--- config.mk ---
export PLATFORM = sky130hd
export DESIGN_NAME = pwm_sample_sequencer
export DESIGN_NICKNAME = d
export VERILOG_FILES = /design/src/rtl/pwm_sample_sequencer.sv
export SDC_FILE = /design/constraint.sdc
export NUM_CORES = 1
export LEC_CHECK = 0
export BUFFER_PORTS_ARGS = -buffer_cell sky130_fd_sc_hd__buf_2
export CAP_MARGIN = 30
export CORE_ASPECT_RATIO = 1.4
export CORE_MARGIN = 2
export CORE_UTILIZATION = 50
export DETAILED_ROUTE_END_ITERATION = 16
export PLACE_DENSITY = 0.81
export SLEW_MARGIN = 15
export SYNTH_ARGS = -nofsm -noshare
export SYNTH_HDL_FRONTEND = slang
export SYNTH_SLANG_ARGS = --single-unit
--- constraint.sdc ---
create_clock -name i_clk -period 3.8 [get_ports i_clk]
set_input_delay 0.57 -clock i_clk [delete_from_list [all_inputs] [get_ports i_clk]]
set_output_delay 0.57 -clock i_clk [all_outputs]
set_load 0.01 [all_outputs]
--- src/rtl/pwm_sample_sequencer.sv ---
// PWM sample sequencer. It buffers duty samples in a small FIFO and runs the
// PWM period counter. A new duty value is loaded only at a period boundary.
// Optional build macro: PWM_SEQ_UNDERFLOW_CNT_EN adds a saturating 16-bit
// underflow event counter on o_underflow_count.
// i_rst is an asynchronous, active-low reset.
module pwm_sample_sequencer #(
  parameter int unsigned WIDTH    = 10,
  parameter int unsigned DEPTH    = 4,
  parameter int unsigned REPEAT_W = 8
) (
  input  logic                    i_clk,
  input  logic                    i_rst,
  input  logic                    i_enable,
  input  logic [REPEAT_W-1:0]     i_repeat,
  input  logic                    i_s_valid,
  input  logic [WIDTH-1:0]        i_s_data,
  output logic                    o_s_ready,
  output logic                    o_pwm_out,
  output logic [WIDTH-1:0]        o_duty,
  output logic                    o_period_start,
  output logic                    o_busy,
  output logic [$clog2(DEPTH):0]  o_fifo_level,
  output logic                    o_underflow,
`ifdef PWM_SEQ_UNDERFLOW_CNT_EN
  output logic [15:0]             o_underflow_count,
`endif
  input  logic                    i_underflow_clr
);

  localparam int unsigned AW = $clog2(DEPTH);
  localparam int unsigned LW = AW + 1;
  localparam logic [WIDTH-1:0] CNT_MAX = '1;

  typedef enum logic [1:0] {S_IDLE, S_PRIME, S_RUN, S_STOP} state_t;

  state_t              r_state;
  state_t              w_state_nxt;
  logic [WIDTH-1:0]    r_count;
  logic [WIDTH-1:0]    w_count_nxt;
  logic [WIDTH-1:0]    r_duty;
  logic [WIDTH-1:0]    w_duty_nxt;
  logic [REPEAT_W-1:0] r_rep_cnt;
  logic [REPEAT_W-1:0] w_rep_nxt;
  logic [WIDTH-1:0]    r_mem [DEPTH];
  logic [AW-1:0]       r_wr_ptr;
  logic [AW-1:0]       r_rd_ptr;
  logic [LW-1:0]       r_level;
  logic [LW-1:0]       w_level_nxt;
  logic                r_s_ready;
  logic                r_pwm;
  logic                r_period_start;
  logic                r_busy;
  logic                r_underflow;
  logic                w_push;
  logic                w_pop;
  logic                w_nempty;
  logic                w_boundary;
  logic                w_run_bnd;
  logic                w_uf_set;

  assign w_push      = i_s_valid && r_s_ready;
  assign w_nempty    = (r_level != '0);
  assign w_boundary  = (r_count == CNT_MAX);
  assign w_level_nxt = r_level + LW'(w_push) - LW'(w_pop);

  // Next-state, counter, duty, repeat and pop decisions.
  always_comb begin
    w_state_nxt = r_state;
    w_count_nxt = '0;
    w_duty_nxt  = r_duty;
    w_rep_nxt   = r_rep_cnt;
    w_pop       = 1'b0;
    w_uf_set    = 1'b0;
    w_run_bnd   = 1'b0;
    if (r_state == S_RUN || r_state == S_STOP) begin
      w_count_nxt = r_count + WIDTH'(1);
    end
    case (r_state)
      S_IDLE: begin
        if (i_enable) w_state_nxt = S_PRIME;
      end
      S_PRIME: begin
        if (!i_enable) begin
          w_state_nxt = S_IDLE;
        end else if (w_nempty) begin
          w_pop       = 1'b1;
          w_duty_nxt  = r_mem[r_rd_ptr];
          w_rep_nxt   = i_repeat;
          w_state_nxt = S_RUN;
        end
      end
      S_RUN: begin
        w_run_bnd = w_boundary;
        if (!i_enable) w_state_nxt = S_STOP;
      end
      S_STOP: begin
        if (i_enable) begin
          w_state_nxt = S_RUN;
          w_run_bnd   = w_boundary;
        end else if (w_boundary) begin
          w_state_nxt = S_IDLE;
          w_duty_nxt  = '0;
        end
      end
      default: w_state_nxt = S_IDLE;
    endcase
    // Period boundary while running: repeat, load next sample, or underflow.
    if (w_run_bnd) begin
      if (r_rep_cnt != '0) begin
        w_rep_nxt = r_rep_cnt - REPEAT_W'(1);
      end else if (w_nempty) begin
        w_pop      = 1'b1;
        w_duty_nxt = r_mem[r_rd_ptr];
        w_rep_nxt  = i_repeat;
      end else begin
        w_uf_set  = 1'b1;
        w_rep_nxt = '0;
      end
    end
  end

  // State, counter and registered outputs, all derived from next-state values.
  always_ff @(posedge i_clk or negedge i_rst) begin
    if (!i_rst) begin
      r_state        <= S_IDLE;
      r_count        <= '0;
      r_duty         <= '0;
      r_rep_cnt      <= '0;
      r_pwm          <= 1'b0;
      r_period_start <= 1'b0;
      r_busy         <= 1'b0;
      r_underflow    <= 1'b0;
    end else begin
      r_state        <= w_state_nxt;
      r_count        <= w_count_nxt;
      r_duty         <= w_duty_nxt;
      r_rep_cnt      <= w_rep_nxt;
      r_pwm          <= (w_state_nxt == S_RUN || w_state_nxt == S_STOP) &&
                        (w_duty_nxt > w_count_nxt);
      r_period_start <= (w_state_nxt == S_RUN) && (w_count_nxt == '0);
      r_busy         <= (w_state_nxt != S_IDLE);
      if (w_uf_set)             r_underflow <= 1'b1;
      else if (i_underflow_clr) r_underflow <= 1'b0;
    end
  end

  // FIFO pointers, level and ready; ready stays low while reset is held.
  always_ff @(posedge i_clk or negedge i_rst) begin
    if (!i_rst) begin
      r_wr_ptr  <= '0;
      r_rd_ptr  <= '0;
      r_level   <= '0;
      r_s_ready <= 1'b0;
    end else begin
      if (w_push) r_wr_ptr <= r_wr_ptr + AW'(1);
      if (w_pop)  r_rd_ptr <= r_rd_ptr + AW'(1);
      r_level   <= w_level_nxt;
      r_s_ready <= (w_level_nxt != LW'(DEPTH));
    end
  end

  // FIFO storage; contents are qualified by the pointers, so no reset.
  always_ff @(posedge i_clk) begin
    if (w_push) r_mem[r_wr_ptr] <= i_s_data;
  end

`ifdef PWM_SEQ_UNDERFLOW_CNT_EN
  logic [15:0] r_uf_count;

  // Saturating underflow event counter; a set coinciding with clear gives 1.
  always_ff @(posedge i_clk or negedge i_rst) begin
    if (!i_rst) begin
      r_uf_count <= '0;
    end else if (w_uf_set && i_underflow_clr) begin
      r_uf_count <= 16'd1;
    end else if (i_underflow_clr) begin
      r_uf_count <= '0;
    end else if (w_uf_set && r_uf_count != 16'hFFFF) begin
      r_uf_count <= r_uf_count + 16'd1;
    end
  end

  assign o_underflow_count = r_uf_count;
`else
  // Only the sticky flag reports underflow in this build.
`endif

  assign o_s_ready      = r_s_ready;
  assign o_pwm_out      = r_pwm;
  assign o_duty         = r_duty;
  assign o_period_start = r_period_start;
  assign o_busy         = r_busy;
  assign o_fifo_level   = r_level;
  assign o_underflow    = r_underflow;

endmodule

# Word-level counts from Yosys, hierarchy flattened
# Memories as Yosys holds them, arrays and structs flattened.
# Index checks and enable logic that the tools add are counted.
[classes]
eq_ne = 7
mux = 37
addsub = 6
n_reduce_logical = 15
order_cmp = 1
[ops]
columns = ["cell", "count"]
rows = [
  ["$mux 10", 8],
  ["$mux 8", 6],
  ["$pmux 10 s2", 1],
  ["$mux 1", 14],
  ["$mux 2", 6],
  ["$add 10x1->10 const B", 1],
  ["$eq 10x10->1 const B", 1],
  ["$gt 10x10->1", 1],
  ["$logic_not 10->1", 1],
  ["$reduce_bool 2->1", 5],
  ["$eq 2x2->1 const B", 4],
  ["$pmux 2 s4", 1],
  ["$reduce_bool 8->1", 1],
  ["$sub 8x1->8 const B", 1],
  ["$add 2x1->2 const B", 2],
  ["$add 3x1->3", 1],
  ["$logic_and 1x1->1", 3],
  ["$ne 3x3->1 const B", 1],
  ["$reduce_and 3->1", 1],
  ["$reduce_bool 3->1", 1],
  ["$sub 3x1->3", 1],
  ["$eq 2x1->1 const B", 1],
  ["$logic_not 2->1", 1],
  ["$logic_or 1x1->1", 2],
  ["$pmux 1 s2", 1],
]
[totals]
output_inout_bits = 18
ramBits = 40
mem_count = 1
word_cells = 79
regBits = 42
input_bits = 23
[memory_table]
columns = ["memory", "depth", "width", "rd", "rd_clocked_by_memory_dff", "write_ports", "line", "rtl"]
rows = [
  ["r_mem", 4, 10, 1, 0, 1, "44", "logic [WIDTH-1:0] r_mem [DEPTH];"],
]

# Longest topological paths before layout
[logic_depth]
depth_word = 9
mapped_depth = 15

# Least setup slack after synthesis
# OpenSTA, ideal clock, no wires.
[synth_timing]
path_kind = "register -> register"
start = "register r_count[0]"
end = "register r_pwm (netlist: o_pwm_out)"
arrival_time_ns = 2.687
required_time_ns = 3.666
stages_incl_launch_ff = 11
setup_slack_ns = 0.979
path_cell_list = "dfrtp_1 > ha_1 > and4_2 > and3_1 > clkbuf_2 > a311oi_2 > a22o_1 > ha_1 > and4_1 > a2111oi_0 > a21oi_1"
[synth_between]
elab_chain_len = 9
elab_cells_between_ends = 19
[synth_lines]
columns = ["element", "line", "rtl"]
rows = [
  ["start, declared", "38", "logic [WIDTH-1:0] r_count;"],
  ["start signal, assigned", "135", "r_count <= w_count_nxt;"],
  ["$eq 10x10->1 (*)", "63", "assign w_boundary = (r_count == CNT_MAX);"],
  ["$mux 10", "100", "end else if (w_boundary) begin"],
  ["$mux 10", "97", "if (i_enable) begin"],
  ["$pmux 10 s2", "78", "case (r_state)"],
  ["$mux 10", "111", "end else if (w_nempty) begin"],
  ["$mux 10", "109", "if (r_rep_cnt != '0) begin"],
  ["$mux 10 (*)", "108", "if (w_run_bnd) begin"],
  ["named net w_duty_nxt[7]", "41", "logic [WIDTH-1:0] w_duty_nxt;"],
  ["$gt 10x10->1 (*)", "139", "(w_duty_nxt > w_count_nxt);"],
  ["$logic_and 1x1->1 (*)", "138", "r_pwm <= (w_state_nxt == S_RUN || w_state_nxt == S_STOP) &&"],
  ["end signal, assigned", "138", ""],
  ["end, declared", "50", "logic r_pwm;"],
]
# Mark *: on every way through the listed nets, which the timed path passes. The rest lies on a longest branch.
# A chain may end at the register's enable or synchronous reset.

# Final worst setup path
[layout_timing]
start = "register r_rep_cnt[0]"
end = "register r_pwm (netlist: o_pwm_out)"
[layout_between]
elab_chain_len = 5
[layout_lines]
columns = ["element", "line", "rtl"]
rows = [
  ["start, declared", "42", "logic [REPEAT_W-1:0] r_rep_cnt;"],
  ["start signal, assigned", "137", "r_rep_cnt <= w_rep_nxt;"],
  ["$reduce_bool 8->1", "109", ""],
  ["$mux 10", "109", ""],
  ["$mux 10", "108", ""],
  ["named net w_duty_nxt[8]", "41", ""],
  ["$gt 10x10->1", "139", ""],
  ["$logic_and 1x1->1", "138", ""],
]
# The timed path passes the listed nets, and every way through them passes these cells.

==> impl_metrics.yaml <==
outcome:
  status: "completed"
cells_and_area:
  final_nets: 380
  stdcell_area_um2: 4380
  nFillCells: 607
  seqCellArea_um2: 2250
  diodes: 0
  multi_input_area_um2: 1470
  drive_above_1_share_pct: 24.5
  layout_common_cells: "dfrtp_1, buf_2, edfxtp_1, inv_1, ha_1"
  syn2layout_area_growth_pct: 13.0
  final_common_cell: "dfrtp_1"
logic_synthesis:
  synth_edf_count: 40
  synth.mux.area_fraction_pct: 6.07
  synth-adder-area-share_pct: 6.32
  syn-num-nets: 337
  synth-xor-area-share_pct: 2.71
  synth-compound-area-share_pct: 10.8
  yosysUniqueCellTypes: 61
  ys_ff_latch: 82
  yosys_warnings: 0
  synthSimpleGateAreaFrac_pct: 12.0
  syn_inst: 295
  synthFlopType: "dfrtp_1"
  yosysSeqAreaShare_pct: 58.1
  async_flop_share_pct: 51.2
  avgSynthCellArea_um2: 13.1
  syn_area_um2: 3880
  synth_top_family_by_area: "simple AND/OR/NAND/NOR gates"
floorplan:
  die_h_um: 108
  io_pins: 41
  die-area_um2: 8490
  core_area_um2: 7650
  dieWidth_um: 78.4
  start_util_pct: 50.7
  rows: 38
critical_path:
  path_cells: "inv_1 -> ha_1 -> nor4b_4 -> nand2_2 -> o21ai_4 -> nand2_2 -> inv_2 -> o21ai_0 -> ha_1 -> and4_1 -> a2111oi_0 -> a21oi_1"
  path_class: "reg2reg"
  cp_num_buf_inv: 2
  required_ns: 4.02
  cp_max_fo: 11
  endpoint_kind: "flop"
  crit_family: "compound AO/OA/AOI/OAI gates"
  max_stage_delay_ns: 0.44
  slowest_stage: "a2111oi_0"
  crit_path_start_kind: "flop"
  arrival_ns: 3.53
timing:
  hold_viol_final: 0
  fin_ws_ns: 0.494
  report.final.setup_viol: 0
  max_freq_mhz: 302
  period_minus_slack_ns: 3.31
  fin_skew_ns: 0.0189
  slew_violations: 0
  hold_ws_ns: 0.0481
  grt_setup_unrepaired: "no"
  period_share_pct: 87.0
  tightest_slew_ns: 0.767
  fin_setup_tns_ns: 0
  slew_headroom_pct: 48.5
power_and_ir_drop:
  power.density_nw_per_um2: 701
  p_total_mw: 3.07
  peakVddDrop_v: 0.000375
  power_leakage_nw: 1.80
cts:
  holdBufCountCts: 0
  clk_pin_slew_ns: 0.10
  clock_latency_ns: 0.36
  numCtsBuffers: 9
  cts_tree: "yes"
  post_cts_resized: 0
  h-tree-depth: 3
  clockBufferDepth: 2
  post-cts-setup-buffer-count: 0
  cts_sinks: 82
  root_buffer: "clkbuf_8"
routing:
  antenna_left: 0
  via_per_inst: 5.74
  wl_met2_mm: 3.89
  dr.pass1.iters: 5
  drcViolationCount: 0
  avgRoutedWirePerCell_um: 16.4
  vias: 2541
  dr_wl_met3_um: 275
  routed.top_layer: "met4"
  drt-met1-wl_mm: 2.98
  drtIter0Drc: 184
  routed_wl_mm: 7.26
grt:
  grt_pass1_vias: 2589
  grt_first_pass_wirelength_mm: 11.9
  grt_max_degree: 43
  grt_use_total_pct: 18.4
  antenna_found_initial: 0
  grt-ovfl-total: 0
placed_design:
  place_area_um2: 4150
  post-place-ws_ns: 0.603
  post-dp-hpwl_mm: 5.26
  numPortBuffers: 40
  gp_congestion: 0.803
job:
  maxCapViolCount: 0
hold_path:
  hold_path.class: "in2async"
## synth_stat cells, types with 2 or more instances
cell type,n,area (um2)
a21oi_1,8,40.0
a221oi_1,2,17.5
a22o_1,4,35.0
a2bb2oi_1,2,17.5
a32oi_1,3,26.3
and2_1,2,12.5
and3_1,7,43.8
and4_1,3,26.3
and4_2,2,20.0
buf_2,5,25.0
clkbuf_1,2,7.51
dfrtp_1,42,1050
edfxtp_1,40,1200
ha_1,18,225
inv_1,24,90.1
inv_2,2,7.51
mux2_2,2,22.5
mux4_2,9,203
nand2_1,13,48.8
nand2_2,3,18.8
nand2b_1,4,25.0
nand3_1,14,70.1
nand4_1,6,37.5
nor2_1,3,11.3
nor2b_1,4,25.0
nor3_1,7,35.0
o211ai_1,3,22.5
o21a_1,3,22.5
o21ai_0,11,55.1
o22ai_1,3,18.8
o2bb2ai_1,2,17.5
or3_1,3,18.8
xnor2_1,6,52.6
xor2_1,6,52.6
## where the power goes
group	total [mW]	switching (mW)	internal, mW
clock	0.645	0.329	0.316
sequential	1.43	0.235	1.19
combinational	1.00	0.524	0.478
total	3.07	1.09	1.98
## worst reg2reg max path, cell delays in order, from the launching register on
cell and delay [ns]:
dfrtp_1 0.40, inv_1 0.10, ha_1 0.22, nor4b_4 0.35, nand2_2 0.18, o21ai_4 0.26, nand2_2 0.13, inv_2 0.22
o21ai_0 0.16, ha_1 0.34, and4_1 0.25, a2111oi_0 0.44, a21oi_1 0.12
## per-layer routing
metal / track usage, % / vias to the layer above
met5: 0 / -
met4: 7.64 / 0
met3: 4.84 / 12
met2: 33.0 / 61
met1: 20.7 / 1270
li1: - / 1198
## path summary, 6_finish.rpt
kind	slack (ns)	cells past startpoint	from	end
min in group i_clk	0.39	2	i_underflow_clr	o_underflow
hold / removal	0.05	1	i_rst	o_underflow
setup reg to reg	0.49	12	r_rep_cnt[0]	o_pwm_out
setup / recovery	0.49	12	r_rep_cnt[0]	o_pwm_out
hold reg to reg	0.51	1	r_count[0]	r_count[0]
max in group asynchronous	3.30	2	i_rst	o_duty[6]
## flip-flops by register name (all words and copies together) (netlist names)
register	count
r_mem	40
o_duty	10
r_count	10
r_rep_cnt	8
o_fifo_level	3
r_rd_ptr	2
r_state	2
r_wr_ptr	2
o_busy	1
o_period_start	1
o_pwm_out	1
o_s_ready	1
o_underflow	1
## per-stage QoR
step / cells / util [%]
4_1_cts: 442 / 57.0
3_5_place_dp: 426 / 54.3
3_3_place_gp: 426 / 54.3
5_1_grt: 443 / 57.2
2_1_floorplan: 295 / -
6_report: 443 / 57.2
## cells by family (layout without fill, tap and decap cells)
logic type      count (synthesis)  in the layout
compound gates                 57             57
buf+inv                        36             84
simple gates                   77             77
fa+ha+maj                      19             19
mux                            12             12
xor+xnor                       12             12
flops                          82             82
## cell type report
| type | instances | share of cell area (%) |
|---|---|---|
| clock buffers | 9 | 2.83 |
| clock inverters | 7 | 1.91 |
| inverters | 26 | 2.23 |
| multi-input cells | 177 | 33.6 |
| flip-flops and latches | 82 | 51.4 |
| well taps | 100 | 2.86 |
| repair buffers | 42 | 5.20 |
(Power assumes the default switching activity.)
